===== src/rtl/ring_arbiter.sv =====
// Round-robin arbiter with a one-hot ring pointer and a registered one-hot grant.
// Define ARB_TIMEOUT_EN to force a release after MAX_HOLD grant cycles.
module ring_arbiter #(
  parameter int N        = 4,
  parameter int MAX_HOLD = 8
) (
  input  logic                 clk,
  input  logic                 r,
  input  logic [N-1:0]         req,
  input  logic                 done,
  output logic [N-1:0]         gnt,
  output logic                 gnt_vld,
  output logic [$clog2(N)-1:0] gnt_id,
  output logic [N-1:0]         ptr,
  output logic                 tout
);
  // state | meaning
  // IDLE  | no grant held; lowest ring distance from ptr wins on the next edge
  // GRANT | gnt held until done, owner drops req, or hold limit

  localparam int IW = $clog2(N);
  localparam logic [IW:0] N_W = (IW+1)'(N);

  if (N < 2 || N > 16) begin : g_bad_n
    $error("ring_arbiter: N must be 2..16");
  end
  if (MAX_HOLD < 1 || MAX_HOLD > 255) begin : g_bad_hold
    $error("ring_arbiter: MAX_HOLD must be 1..255");
  end

  typedef enum logic {IDLE, GRANT} state_t;

  state_t        state, state_d;
  logic [N-1:0]  gnt_d, ptr_d;
  logic [IW-1:0] gnt_id_d;
  logic          tout_d;

  logic [2*N-1:0] req2;
  logic [N-1:0]   req_rot;
  logic [IW-1:0]  ptr_idx, off, sel_id;
  logic [IW:0]    sum;
  logic           rel, force_rel;

  // Rotate requests so the pointer position sits at bit 0, then take the lowest set bit.
  always_comb begin
    ptr_idx = '0;
    for (int i = 0; i < N; i++)
      if (ptr[i]) ptr_idx = IW'(i);
    req2    = {req, req};
    req_rot = req2[ptr_idx +: N];
    off     = '0;
    for (int i = N-1; i >= 0; i--)
      if (req_rot[i]) off = IW'(i);
    sum    = {1'b0, ptr_idx} + {1'b0, off};
    sel_id = (sum >= N_W) ? IW'(sum - N_W) : sum[IW-1:0];
  end

  assign rel = done | ~req[gnt_id];

`ifdef ARB_TIMEOUT_EN
  localparam logic [7:0] HOLD_LAST = 8'(MAX_HOLD - 1);
  logic [7:0] hold_cnt;

  always_ff @(posedge clk) begin
    if (r || state == IDLE) hold_cnt <= '0;
    else                    hold_cnt <= hold_cnt + 8'd1;
  end

  // A release in the limit cycle wins, so done there is a normal release.
  assign force_rel = (state == GRANT) && (hold_cnt == HOLD_LAST) && !rel;
`else
  assign force_rel = 1'b0;
`endif

  always_comb begin
    state_d  = state;
    gnt_d    = gnt;
    gnt_id_d = gnt_id;
    ptr_d    = ptr;
    tout_d   = 1'b0;
    case (state)
      IDLE: begin
        if (|req) begin
          state_d  = GRANT;
          gnt_d    = {{(N-1){1'b0}}, 1'b1} << sel_id;
          gnt_id_d = sel_id;
        end
      end
      GRANT: begin
        if (rel || force_rel) begin
          state_d  = IDLE;
          gnt_d    = '0;
          gnt_id_d = '0;
          ptr_d    = {gnt[N-2:0], gnt[N-1]};
          tout_d   = force_rel;
        end
      end
      default: state_d = IDLE;
    endcase
  end

  always_ff @(posedge clk) begin
    if (r) begin
      state  <= IDLE;
      gnt    <= '0;
      gnt_id <= '0;
      ptr    <= {{(N-1){1'b0}}, 1'b1};
      tout   <= 1'b0;
    end else begin
      state  <= state_d;
      gnt    <= gnt_d;
      gnt_id <= gnt_id_d;
      ptr    <= ptr_d;
      tout   <= tout_d;
    end
  end

  assign gnt_vld = |gnt;

endmodule

===== config.mk =====
export PLATFORM = sky130hd
export DESIGN_NAME = ring_arbiter
export DESIGN_NICKNAME = d
export VERILOG_FILES = /design/src/rtl/ring_arbiter.sv
export SDC_FILE = /design/constraint.sdc
export NUM_CORES = 1
export LEC_CHECK = 0
export CAP_MARGIN = 10
export CORE_AREA = 2 2 54 56
export DETAILED_ROUTE_END_ITERATION = 6
export DIE_AREA = 0 0 56 58
export PLACE_DENSITY = 0.58
export SYNTH_ARGS = -nofsm -noshare
export SYNTH_HDL_FRONTEND = slang
export SYNTH_SLANG_ARGS = --single-unit
export TNS_END_PERCENT = 30

===== constraint.sdc =====
create_clock -name clk -period 4.9 [get_ports clk]
set_input_delay 1.225 -clock clk [delete_from_list [all_inputs] [get_ports clk]]
set_output_delay 1.225 -clock clk [all_outputs]
set_load 0.02 [all_outputs]

==> results of run 1 <==
==> flip-flops by register name (all words and copies together) (netlist names) <==
name / count
ptr: 4
state: 1
gnt: 4
gnt_id: 2
==> Yosys cell counts <==
library cell,n,area share [%]
nand3_1,1,0.78
nor3_2,1,1.6
nand2_1,4,2.3
or4_1,1,1.2
a21o_1,1,1.2
a211o_1,1,1.4
buf_4,1,1.2
o32a_1,1,1.6
a2bb2oi_1,2,2.7
nor2_1,9,5.3
inv_1,4,2.3
xor2_1,1,1.4
o21ai_0,4,3.1
a211oi_1,1,1.2
a21oi_1,3,2.3
conb_1,1,0.58
and2_0,1,0.97
clkbuf_2,1,0.78
ha_1,1,1.9
nor4b_1,2,2.7
o22ai_1,2,1.9
a22o_1,1,1.4
mux2i_1,2,3.1
buf_6,3,5.3
nor2b_1,3,2.9
nor3b_1,1,1.2
nor4_1,1,0.97
a32o_1,2,3.1
a21boi_4,1,2.9
nor3_1,4,3.1
dfxtp_1,11,34
mux4_2,1,3.5
==> kinds of logic (layout without fill, tap and decap cells) <==
logic type / after synthesis / in the layout / synth area share (%)
and+or+nand+nor: 28 / 28 / 22.96
buffers and inverters: 9 / 25 / 9.532
adders and majority gates: 1 / 1 / 1.945
DFF: 11 / 11 / 34.24
muxes: 3 / 3 / 6.615
xor gates and xnor gates: 1 / 1 / 1.362
other: 1 / 1 / 0.5831
AOI/OAI and AO/OA: 19 / 19 / 22.76
==> layout make-up <==
class	count	area, sq um
fill	295	1831
multi-input combinational	53	361.6
sequential	11	220.2
timing repair buffer	17	170.2
tap	31	38.79
clock buffer	4	26.28
inverter	4	15.01
==> stage by stage <==
step | util, % | std cells
4_1_cts | 31.25 | 120
3_5_place_dp | 30.26 | 116
3_3_place_gp | 30.26 | 116
2_1_floorplan | - | 73
6_report | 31.25 | 120
5_1_grt | 31.25 | 120
==> power by group <==
group / total [mW] / switching, mW / internal (mW)
sequential: 0.105 / 0.00779 / 0.0969
clock: 0.0611 / 0.0296 / 0.0315
combinational: 0.0751 / 0.0387 / 0.0364
==> path summary, 6_finish.rpt <==
check,end,cells past startpoint,startpoint,slack [ns]
max,gnt[2],7,req[0],1.97
min,gnt[0],2,gnt[0],0.51
max reg2reg,gnt[2],7,ptr[3],3.08
min reg2reg,gnt[0],2,gnt[0],0.51
==> layer usage <==
layer | GRT usage [%] | routed length (microns) | vias to the layer above
li1 | - | - | 295
met1 | 13.58 | 754 | 272
met2 | 13.78 | 618 | 15
met3 | 1.786 | 54 | 2
met4 | 4.082 | 17 | 0
met5 | 0 | 0 | -
==> worst register-to-register path, delay by kind of cell (launching register included) <==
kind / cells / cell delay (ns)
compound gates: 5 / 0.90
flops: 1 / 0.39
xor+xnor: 1 / 0.31
fa+ha+maj: 1 / 0.18
==> flow_metrics.py, run 1 <==
metrics = {
    "status": {
        "status": "finished clean",
    },
    "die": {
        "die_w_microns": 56,
        "initial_utilization_pct": 24.15,
        "die_height_microns": 58,
        "rows": 19,
        "io_pins": 19,
        "dieArea_sq_um": 3248,
        "core_area_sq_um": 2663,
    },
    "power_and_ir_drop": {
        "p_leak_nw": 0.3142,
        "power.density_nw_per_um2": 289.5,
        "total_power_mw": 0.2408,
        "irDropWorstVdd_mv": 0.1377,
    },
    "drt": {
        "ant_nets": 0,
        "wirelength_microns": 1443,
        "num_vias": 584,
        "routed_via_density": 4.867,
        "drcViolationCount": 0,
        "drt_iter0_drc": 15,
        "drtPass1Iterations": 4,
        "wl_per_cell_microns": 12.03,
    },
    "sta": {
        "slew_violations": 0,
        "postLayoutSetupSlackWorst_ns": 1.968,
        "finalCriticalPeriod_ns": 2.933,
        "setup_viol": 0,
        "tns_ns": 0,
        "min_period_over_period_pct": 59.85,
        "hold_violations": 0,
        "skew_ns": 0.001445,
        "fmax_mhz": 341.0,
        "rsz0062_at_grt": "false",
        "hold_slack_ns": 0.5104,
    },
    "clocking": {
        "cts_buffers": 3,
        "hold_buffers": 0,
        "cts_tree": "built",
        "cts_sinks": 11,
        "clk_latency_ns": 0.27,
        "cts_resized": 0,
        "h-tree-depth": 1,
        "root_buffer": "clkbuf_4",
        "cts_buffer_depth": 2,
        "clk_pin_slew_ns": 0.07,
        "post_cts_buffers": 0,
    },
    "placement": {
        "gp_congestion": 0.7680,
        "placed_cell_area_sq_um": 805.8,
        "post-place-ws_ns": 1.700,
        "port_buffers": 17,
        "dp_hpwl_microns": 1079,
    },
    "setup_path": {
        "crit_family": "buffers and inverters",
        "critical_path_arrival_ns": 3.14,
        "path_cells": "clkdlybuf4s50_1 -> inv_1 -> o32a_1 -> a21oi_1 -> ha_1 -> xor2_1 -> a32o_1",
        "slowest_stage": "clkdlybuf4s50_1",
        "worst_ep_required_time_ns": 5.11,
        "start_kind": "input pin",
        "cp-end-kind": "flip-flop",
        "path_class": "input pin to flip-flop",
        "cp_num_buf_inv": 2,
        "crit_path_max_incr_delay_ns": 0.63,
        "worstPathMaxFanout": 9,
    },
    "grt": {
        "grt_antenna_before_repair": 0,
        "overflow": 0,
        "grt_max_degree": 10,
        "grt_pass1_vias": 560,
        "gr-usage-all-layers_pct": 9.441,
        "grt_first_pass_wirelength_microns": 2408,
    },
    "layout": {
        "n_antenna_cell": 0,
        "layout_common_cells": "17 x clkdlybuf4s50_1, 11 x dfxtp_1, 9 x nor2_1",
        "layout.nets": 98,
        "drive_gt1_share_pct": 6.742,
        "post-route-cell-area_sq_um": 832.0,
        "syn2layout_area_growth_pct": 29.38,
        "final_common_cell": "clkdlybuf4s50_1",
    },
    "min_path": {
        "hold_path_class": "flip-flop to flip-flop",
    },
    "synthesis": {
        "syn_nets": 81,
        "synth_area_sq_um": 643.1,
        "yosys_warnings": 0,
        "postSynthAreaPerCell_sq_um": 8.810,
        "synth_cells": 73,
        "synth.ff_latch_count": 11,
        "synthDistinctLibCells": 32,
        "synth.yosys.seq_area_share_pct": 34.24,
    },
    "job": {
        "cap_violations": 0,
    },
}
(Power assumes the default switching activity.)
==> inputs of run 2 (changes only) <==
Settings changed: PLACE_DENSITY 0.58 to 0.59.
Clock period 4.9 ns to 2.56 ns, I/O delays scaled along.
==> run 2 against run 1 <==
Wire length grew 13%. Power grew 96%. Global-route usage rose by 1.8 points. Via count up 7.4%. Worst setup slack lost 1.8 ns. Largest cell class unchanged.
==> flow_metrics.py, run 2 (synthesized netlist as in run 1, its figures left out) <==
metrics = {
    "placement": {
        "port_buffers": 17,
        "gp_congestion": 0.7053,
        "placed_cell_area_sq_um": 858.3,
        "dp_hpwl_microns": 1226,
    },
    "grt": {
        "grt_max_degree": 9,
        "met2_usage_pct": 17.82,
        "gr-usage-met3_pct": 2.009,
        "grt_antenna_before_repair": 0,
        "grt_first_pass_wirelength_microns": 2911,
        "grtUsageMet1_pct": 15.05,
        "busiest_layer": "met2",
        "gr-usage-all-layers_pct": 11.26,
        "overflow": 0,
        "grt_pass1_vias": 625,
    },
    "drt": {
        "wirelength_microns": 1633,
        "drcViolationCount": 0,
        "drt_iter0_drc": 8,
        "wl_per_cell_microns": 12.86,
        "num_vias": 627,
        "routed_via_density": 4.937,
        "ant_nets": 0,
        "drtPass1Iterations": 4,
    },
    "power_and_ir_drop": {
        "power.density_nw_per_um2": 534.2,
        "irDropWorstVdd_mv": 0.2399,
        "p_leak_nw": 0.3487,
    },
    "sta": {
        "setup_viol": 0,
        "min_period_over_period_pct": 92.41,
        "slew_headroom_pct": 65.91,
        "skew_ns": 0.008069,
        "hold_violations": 0,
        "fmax_mhz": 422.7,
        "finalCriticalPeriod_ns": 2.366,
        "slew_violations": 0,
        "worst_pin_slew_ns": 0.5074,
        "rsz0062_at_grt": "false",
        "hold_slack_ns": 0.5312,
    },
    "setup_path": {
        "crit_family": "buffers and inverters",
        "cp-end-kind": "flip-flop",
        "start_kind": "input pin",
        "path_class": "input pin to flip-flop",
        "slowest_stage": "clkdlybuf4s50_1",
        "cp_num_buf_inv": 2,
        "path_cells": "clkdlybuf4s50_1 -> buf_4 -> o32a_1 -> a21oi_1 -> ha_1 -> xor2_1 -> o21ai_0",
        "worst_ep_required_time_ns": 2.69,
        "worstPathMaxFanout": 7,
        "crit_path_max_incr_delay_ns": 0.51,
        "critical_path_arrival_ns": 2.50,
    },
    "die": {
        "initial_utilization_pct": 24.15,
        "rows": 19,
        "die_w_microns": 56,
        "core_area_sq_um": 2663,
        "io_pins": 19,
        "dieArea_sq_um": 3248,
        "die_height_microns": 58,
    },
    "layout": {
        "drive_gt1_share_pct": 13.54,
        "reg_top3": "gnt x4, ptr x4, gnt_id x2",
        "n_antenna_cell": 0,
        "layout.nets": 105,
        "syn2layout_area_growth_pct": 37.55,
        "layout_common_cells": "17 x clkdlybuf4s50_1, 11 x dfxtp_1, 9 x nor2_1, 7 x buf_4",
        "final_common_cell": "clkdlybuf4s50_1",
        "post-route-cell-area_sq_um": 884.6,
        "final.fill_count": 297,
    },
    "clocking": {
        "h-tree-depth": 1,
        "clk_pin_slew_ns": 0.06,
        "cts_sinks": 11,
        "cts_buffers": 3,
        "cts_resized": 0,
        "post_cts_buffers": 0,
        "hold_buffers": 0,
        "clk_latency_ns": 0.27,
        "root_buffer": "clkbuf_4",
        "cts_tree": "built",
        "cts_buffer_depth": 2,
    },
    "status": {
        "status": "finished clean",
    },
    "min_path": {
        "hold_path_class": "flip-flop to flip-flop",
    },
    "job": {
        "cap_violations": 0,
    },
}
run 2: power by group:
group          switching, mW  internal [mW]
Sequential            0.0154          0.185
Combinational         0.0778         0.0771
Clock                 0.0565         0.0603
Total                  0.150          0.323
run 2: routing by layer:
metal  vias up  share of wire (%)
met4         0                1.2
li1        308                  -
met2        19                 46
met3         4                4.3
met1       296                 48
met5         -                  0
run 2: path summary, 6_finish.rpt:
| kind | slack (ns) | start | end | cells after the start |
|---|---|---|---|---|
| setup / recovery | 0.19 | req[3] | gnt[0] | 7 |
| hold / removal | 0.53 | gnt[0] | gnt[0] | 2 |
| setup reg to reg | 0.64 | ptr[3] | gnt[0] | 7 |
| hold reg to reg | 0.53 | gnt[0] | gnt[0] | 2 |
run 2: worst reg2reg max path: stages (launching register included):
cell and delay [ns]:
dfxtp_1 0.39, o21ai_0 0.28, a2bb2oi_1 0.11, o32a_1 0.17, a21oi_1 0.17, ha_1 0.20, xor2_1 0.34, o21ai_0 0.15
run 2: layout make-up:
type | count | area (sq um) | share of cell area (%)
tap | 31 | 38.79 | 4.385
timing repair buffer | 24 | 222.7 | 25.18
inverter | 4 | 15.01 | 1.697
sequential | 11 | 220.2 | 24.89
clock buffer | 4 | 26.28 | 2.970
multi-input combinational | 53 | 361.6 | 40.88
run 2: metrics by stage:
stage                     utilization (%)  setup TNS, ns  instances  power, mW  worst slack (ns)
after floorplan                         -              0         73     0.2961            0.6083
after global placement              32.24              0        123     0.3554           0.03187
after detailed placement            32.24        -0.1457        123     0.3590          -0.05484
after CTS                           33.22              0        127     0.4786            0.2039
after global routing                33.22              0        127     0.5023           0.02076
final                               33.22              0        127     0.4726            0.1944
